[config.mk]
export PLATFORM = sky130hd
export DESIGN_NAME = zx_kbd_port
export DESIGN_NICKNAME = d
export VERILOG_FILES = /design/src/rtl/zx_kbd_port.sv
export SDC_FILE = /design/constraint.sdc
export NUM_CORES = 1
export LEC_CHECK = 0
export CORE_UTILIZATION = 40
export CTS_CLUSTER_SIZE = 14
export DETAILED_ROUTE_END_ITERATION = 12
export GPL_TIMING_DRIVEN = 0
export HOLD_SLACK_MARGIN = 0.1
export PLACE_DENSITY_LB_ADDON = 0.08
export SETUP_SLACK_MARGIN = 0.02
export SYNTH_ARGS = -nofsm -noshare
export SYNTH_HDL_FRONTEND = slang
export SYNTH_SLANG_ARGS = --single-unit
[constraint.sdc]
create_clock -name clk -period 1.5 [get_ports clk]
set_clock_uncertainty 0.05 [all_clocks]
set_input_delay 0.3 -clock clk [delete_from_list [all_inputs] [get_ports clk]]
set_output_delay 0.3 -clock clk [all_outputs]
set_load 0.02 [all_outputs]
[src/rtl/zx_kbd_port.sv]
// ULA port 0xFE keyboard: stretches presses over FRAME_HOLD frames; read data 1 cycle after io_rd, no backpressure.
// Define KBD_GHOST_EN to add one registered step of matrix ghosting ahead of the column AND.
module zx_kbd_port #(
  parameter int FRAME_HOLD = 2,
  parameter int HOLD_W     = 3
) (
  input  logic       clk,
  input  logic       reset_n,
  input  logic [4:0] key_0,
  input  logic [4:0] key_1,
  input  logic [4:0] key_2,
  input  logic [4:0] key_3,
  input  logic [4:0] key_4,
  input  logic [4:0] key_5,
  input  logic [4:0] key_6,
  input  logic [4:0] key_7,
  input  logic       frame_int,
  input  logic       io_rd,
  input  logic [7:0] addr_hi,
  input  logic       ear_in,
  output logic [7:0] kbd_data,
  output logic       kbd_valid,
  output logic       any_key
);

  localparam logic [HOLD_W-1:0] HOLD_INIT = HOLD_W'(FRAME_HOLD);
  localparam logic [HOLD_W-1:0] CNT_ONE   = HOLD_W'(1);

  logic [4:0]        key_in  [8];
  logic [4:0]        key_q   [8];
  logic [4:0]        latched [8];
  logic [HOLD_W-1:0] cnt     [8];
  logic [4:0]        eff     [8];
  logic [4:0]        src     [8];
  logic [4:0]        cols;
  logic [4:0]        all_eff;

  assign key_in[0] = key_0;
  assign key_in[1] = key_1;
  assign key_in[2] = key_2;
  assign key_in[3] = key_3;
  assign key_in[4] = key_4;
  assign key_in[5] = key_5;
  assign key_in[6] = key_6;
  assign key_in[7] = key_7;

  // A key reads pressed while physically held or while its row stretch runs.
  always_comb begin
    for (int r = 0; r < 8; r++) begin
      eff[r] = key_q[r] & latched[r];
    end
  end

  always_ff @(posedge clk or negedge reset_n) begin
    if (!reset_n) begin
      for (int r = 0; r < 8; r++) begin
        key_q[r]   <= 5'h1F;
        latched[r] <= 5'h1F;
        cnt[r]     <= '0;
      end
    end else begin
      for (int r = 0; r < 8; r++) begin
        key_q[r] <= key_in[r];
        // A fresh press restarts the stretch even if a frame tick lands on the same cycle.
        if ((key_q[r] & ~key_in[r]) != 5'h00) begin
          latched[r] <= latched[r] & key_in[r];
          cnt[r]     <= HOLD_INIT;
        end else if (frame_int && (cnt[r] != '0)) begin
          cnt[r] <= cnt[r] - CNT_ONE;
          if (cnt[r] == CNT_ONE) begin
            latched[r] <= 5'h1F;
          end
        end
      end
    end
  end

`ifdef KBD_GHOST_EN
  logic [4:0] ghost   [8];
  logic [4:0] ghost_d [8];

  // Rows sharing a pressed column short together, pulling in each other's pressed columns.
  always_comb begin
    for (int r = 0; r < 8; r++) begin
      ghost_d[r] = eff[r];
      for (int s = 0; s < 8; s++) begin
        if ((~eff[r] & ~eff[s]) != 5'h00) begin
          ghost_d[r] = ghost_d[r] & eff[s];
        end
      end
    end
  end

  always_ff @(posedge clk or negedge reset_n) begin
    if (!reset_n) begin
      for (int r = 0; r < 8; r++) begin
        ghost[r] <= 5'h1F;
      end
    end else begin
      for (int r = 0; r < 8; r++) begin
        ghost[r] <= ghost_d[r];
      end
    end
  end

  always_comb begin
    for (int r = 0; r < 8; r++) begin
      src[r] = ghost[r];
    end
  end
`else
  always_comb begin
    for (int r = 0; r < 8; r++) begin
      src[r] = eff[r];
    end
  end
`endif

  always_comb begin
    cols    = 5'h1F;
    all_eff = 5'h1F;
    for (int r = 0; r < 8; r++) begin
      if (!addr_hi[r]) begin
        cols = cols & src[r];
      end
      all_eff = all_eff & eff[r];
    end
  end

  always_ff @(posedge clk or negedge reset_n) begin
    if (!reset_n) begin
      kbd_data  <= 8'hFF;
      kbd_valid <= 1'b0;
      any_key   <= 1'b0;
    end else begin
      if (io_rd) begin
        kbd_data <= {1'b1, ear_in, 1'b1, cols};
      end
      kbd_valid <= io_rd;
      any_key   <= (all_eff != 5'h1F);
    end
  end

endmodule

# After elaboration in Yosys (flattened, before gate mapping)

Index checks and enable logic that the tools add are counted.

Flip-flop bits (word level): 112
Input bits: 53
Output and inout bits: 10
Word-level logic and storage cells: 186

Add/sub/neg operators: 8
Eq/ne operators: 9
Multiplexer cells: 48
Bitwise logic cells: 46
Reductions and logical operators: 48

Operator list:

| operator            | number |
|---|---|
| $and 5x5->5         | 38 |
| $mux 5              | 32 |
| $mux 3              | 16 |
| $not 5->5           | 8 |
| $reduce_bool 5->1   | 8 |
| $reduce_bool 2->1   | 16 |
| $eq 3x1->1 const B  | 8 |
| $reduce_bool 3->1   | 8 |
| $sub 3x1->3 const B | 8 |
| $reduce_and 2->1    | 8 |
| $logic_and 1x1->1   | 8 |
| $ne 5x5->1 const B  | 1 |

# Logic depth before layout (Yosys ltp)

Depth after elaboration: 16
Gate-level depth with buffers: 6
Mapped depth without buffers: 6

# Worst setup path after synthesis

No wires, ideal clock.

Kind: flip-flop to flip-flop
From: reg key_q[28] in the netlist's numbering
To: reg cnt[16] in the netlist's numbering
Setup time: 0.124 ns
Arrival: 1.391 ns
Data required time: 1.326 ns
Path slack: -0.065 ns
Stages on the path, launching flop included: 4
Path buffers: 0
Clock period less this slack: 1.565 ns
Cell sequence: dfstp_2 a222oi_1 nand2_2 a211o_1

Cells in the longest elaborated chain, start to end: 3
Elaborated cells on any way between the ends: 4
Classes of those cells: mux: 1; bitwise: 1; reduce/logical: 2

RTL lines:

| what                                               | line | source |
|---|---|---|
| start: declaration                                 | 30   | `logic [4:0] key_q [8];` |
| start signal: indexed assignment                   | 63   | `key_q[r] <= key_in[r];` |
| $and 5x5->5 (*)                                    | 65   | `if ((key_q[r] & ~key_in[r]) != 5'h00) begin` |
| $reduce_bool 5->1 (*)                              | 65   |  |
| $mux 3 / $reduce_bool 2->1 (equally long branches) | --   |  |
| end signal: indexed assignment                     | 69   | `cnt[r] <= cnt[r] - CNT_ONE;` |
| end: declaration                                   | 32   | `logic [HOLD_W-1:0] cnt [8];` |

Every way passes the cells marked *; elsewhere a longest branch is shown, timed or not.
A chain may end at the register's enable or synchronous reset.

# Worst setup path after layout

From: reg cnt[6] in the netlist's numbering
To: reg latched[10] in the netlist's numbering

Cells in the longest elaborated chain, start to end: 4
Elaborated cells on any way between the ends: 6
Classes of those cells: eq/ne: 1; reduce/logical: 5

RTL lines:

| what                                  | line | source |
|---|---|---|
| $reduce_bool 3->1                     | 68   | `end else if (frame_int && (cnt[r] != '0)) begin` |
| $logic_and 1x1->1                     | 68   |  |
| $reduce_bool 2->1 (no source line)    | --   |  |
| $reduce_and 2->1 (no source line) (*) | --   |  |
| end signal: indexed assignment        | 66   | `latched[r] <= latched[r] & key_in[r];` |
| end: declaration                      | 31   | `logic [4:0] latched [8];` |

Marks and branches as above.

==> impl_metrics.ini <==
[run_status]
outcome = finished clean

[pwr]
peakVddDrop_v = 0.0005562
comb_power_share_pct = 13.4
total_leakage_power_nw = 2.931
pwr-share-clk_pct = 38.9
p_int_w = 0.005180
pwr_density_cell_nw_per_um2 = 987.9
p_switching_w = 0.001672
power_w = 0.006851
pwr-share-seq_pct = 47.7
swShare_pct = 24.40

[timing]
period_minus_slack_ps = 1488
slew_headroom_pct = 64.84
drv_slew = 0
tightest_slew_ps = 527.4
hold_violations = 0
timing.final.crit_share_pct = 99.20
setup-violations-final = 0
rsz0062_at_grt = true
worst_slack_ps = 11.94
fmax_mhz = 672.0

[clocking]
clock_latency_ps = 360
cts_root_buffer = clkbuf_16
worst_setup_hold_path_clk_slew_ps = 70
cts_sinks = 112
htreeDepth = 3
cts_made_buffers = 9
cts_buffer_depth = 2
cts_tree = done

[yosys]
ys.flop_type = dfstp_2
ys_warn_count = 0
avgSynthCellArea_sq_um = 10.96
synth_top_area_cell = dfstp_2
syn-cell-area_sq_um = 5117
ys_types = 35
synth.top_cell.area_share_pct = 44.16
netlist_top_cells_area = dfstp_2 (44%), dfrtp_1 (13%), a21oi_1 (6.8%)
ys_seq_area_share_pct = 56.87
synth-seq-cells = 112
ys_async_sr_fraction_pct = 100.0
netlist_instances = 467
synth_edf_count = 0

[layout]
n_antenna_cell = 0
finalInstanceArea_sq_um = 6935
drive_gt1_share_pct = 36.38
nets = 663
nFillCells = 1066
layout.cells.non_filler = 759
area_growth_pct = 35.53

[placement]
dpl_worst_slack_ps = -949.8
place_congestion = 0.8185
hpwlAfterDp_um = 9372
dp.cells = 697
placed_area_sq_um = 5963
port_buffers = 60

[critical_path]
worstReg2RegEnd = latched[10]
cp.required_ps = 1730
ff2ff_path_depth = 5
crit_arrival_ps = 1720
cpPeakStageDelay_ps = 390
crit_path_end = latched[10]
crit_chain = inv_1 -> ha_4 -> nor4bb_4 -> a31oi_1 -> a21oi_1
worstSetupStartpointType = register
cp_slowest_cell = nor4bb_4
worstSetupEndpointType = register
path_max_fanout = 5
r2r-start = cnt[6]
r2r_slack_ps = 10
crit_path_start = cnt[6]
crit_type = reg2reg

[grt]
track_usage_pct = 21.33
grtUsageMet3_pct = 4.955
grt_overflow_total = 0
grt_max_degree = 58
met2_usage_pct = 35.54
grtUsageMet1_pct = 27.60
grt_first_pass_wirelength_um = 20910
grt_pass1_vias = 4027
grt_antenna_before_repair = 0
busiest_layer = met2

[drt]
drt_iter0_drc = 273
wirelength_um = 13670
drc_errors = 0
post_drt_wl_per_cell_um = 18.01
firstDrtPassIters = 5
ant_nets = 0
viasPerCell = 5.375
via_count = 4080

[run]
cap_violations = 0

[worst_hold_path]
hp-class = in2reg

[floorplanning]
core-area_sq_um = 12260
start_util_pct = 41.73
num_rows = 40
die_x_um = 115.1
die_area_sq_um = 13250
die_y_um = 115.1
io_pins = 63
## synth_stat cells (4+ instances only)
cell type,n
inv_1,62
a211o_1,6
a22oi_1,6
dfrtp_1,26
nor2_1,20
and4bb_2,5
o21ai_0,11
a31oi_1,30
clkinv_1,5
nand3_1,6
o22a_1,10
nand4_1,20
xor2_1,6
a21oi_1,70
nor4_1,15
nand2b_1,4
dfstp_2,86
ha_1,24
xnor2_1,10
nand2_2,6
a222oi_1,6
o211ai_1,10
## metal layers
metal | wire, um | up-vias
met5 | 0 | -
met4 | 175 | 0
met3 | 657 | 11
met2 | 6702 | 92
met1 | 6137 | 2042
li1 | - | 1935
## metrics by stage
stage / utilization [%] / TNS (ps) / hold WS (ps)
floorplan: - / -392.4 / -45.59
global route: 56.56 / -348.2 / 136.9
finish: 56.56 / 0 / 141.7
global placement: 48.43 / -395200 / 410.9
detailed placement: 48.63 / -45170 / 356.9
CTS: 53.49 / -26.29 / 132.0
## kinds of logic after synthesis
group	synth area share (%)
AO/OA/AOI/OAI	18.63
flip-flops	56.87
AND/OR/NAND/NOR	10.17
buffers and inverters	5.428
adder cells (fa/ha/maj)	5.868
XOR/XNOR	2.738
other	0.07328
multiplexers	0.2200
## final cells by class
cell class / instances / area (sq um) / area share (%)
Sequential cell: 112 / 2910 / 41.96
Multi-Input combinational cell: 284 / 2190 / 31.57
Timing Repair Buffer: 107 / 993.5 / 14.32
Clock buffer: 15 / 309.0 / 4.456
Inverter: 67 / 252.7 / 3.644
Tap cell: 168 / 210.2 / 3.031
Buffer: 5 / 40.04 / 0.5773
Clock inverter: 1 / 30.03 / 0.4330
## worst min path at each step
| stage | from | endpoint | slack (ps) | cells after the start |
|---|---|---|---|---|
| floorplan | reset_n | any_key | -50 | 0 |
| global placement | kbd_data[2] | kbd_data[2] | 410 | 2 |
| detailed placement | reset_n | cnt[12] | 360 | 1 |
| CTS | key_3[3] | key_q[23] | 130 | 1 |
| global route | key_3[1] | key_q[21] | 140 | 1 |
| finish | key_3[3] | key_q[23] | 140 | 1 |
## flip-flops by register name, summed over array words and instances (netlist names)
register and flops:
any_key 1, latched 40, kbd_valid 1, key_q 40
cnt 24, kbd_data 6
## power by group through the flow
stage	sequential [W]	clock [W]	combinational (W)
2_1_floorplan	0.00328	0	0.000345
3_3_place_gp	0.00331	0	0.000679
3_5_place_dp	0.00331	0	0.000701
4_1_cts	0.00326	0.00274	0.000798
5_1_grt	0.00328	0.00287	0.00101
6_report	0.00327	0.00267	0.000918
## layout by cell type (no fill, tap or decap), drive strengths merged, types with 10 or more instances in the layout
| cell | Yosys | routed |
|---|---|---|
| dlygate4sd3 | 0 | 10 |
| nand4 | 20 | 20 |
| a31oi | 30 | 30 |
| xnor2 | 10 | 10 |
| dfrtp | 26 | 26 |
| dfstp | 86 | 86 |
| a21oi | 70 | 70 |
| o21ai | 13 | 13 |
| nor4 | 17 | 17 |
| nor2 | 20 | 20 |
| o22a | 10 | 10 |
| o211ai | 10 | 10 |
| clkdlybuf4s50 | 0 | 33 |
| dlygate4sd2 | 0 | 10 |
| ha | 24 | 24 |
| buf | 2 | 46 |
| inv | 62 | 65 |
| clkbuf | 3 | 19 |
## what timing repair did
action	4_1_cts	5_1_grt
endpoints found under the hold margin	12	9
pin swaps	19	31
endpoints found under the setup margin	71	100
resized for setup	71	54
hold buffers	1	9
buffers inserted	20	16
## critical path, delay by kind of cell, from the launching register on
family | cells | cell delay [ps]
fa+ha+maj | 1 | 180
buf+inv | 1 | 100
compound gates | 2 | 340
simple gates | 1 | 390
flops | 1 | 350
Note: power is estimated with default switching activity, not from simulation.
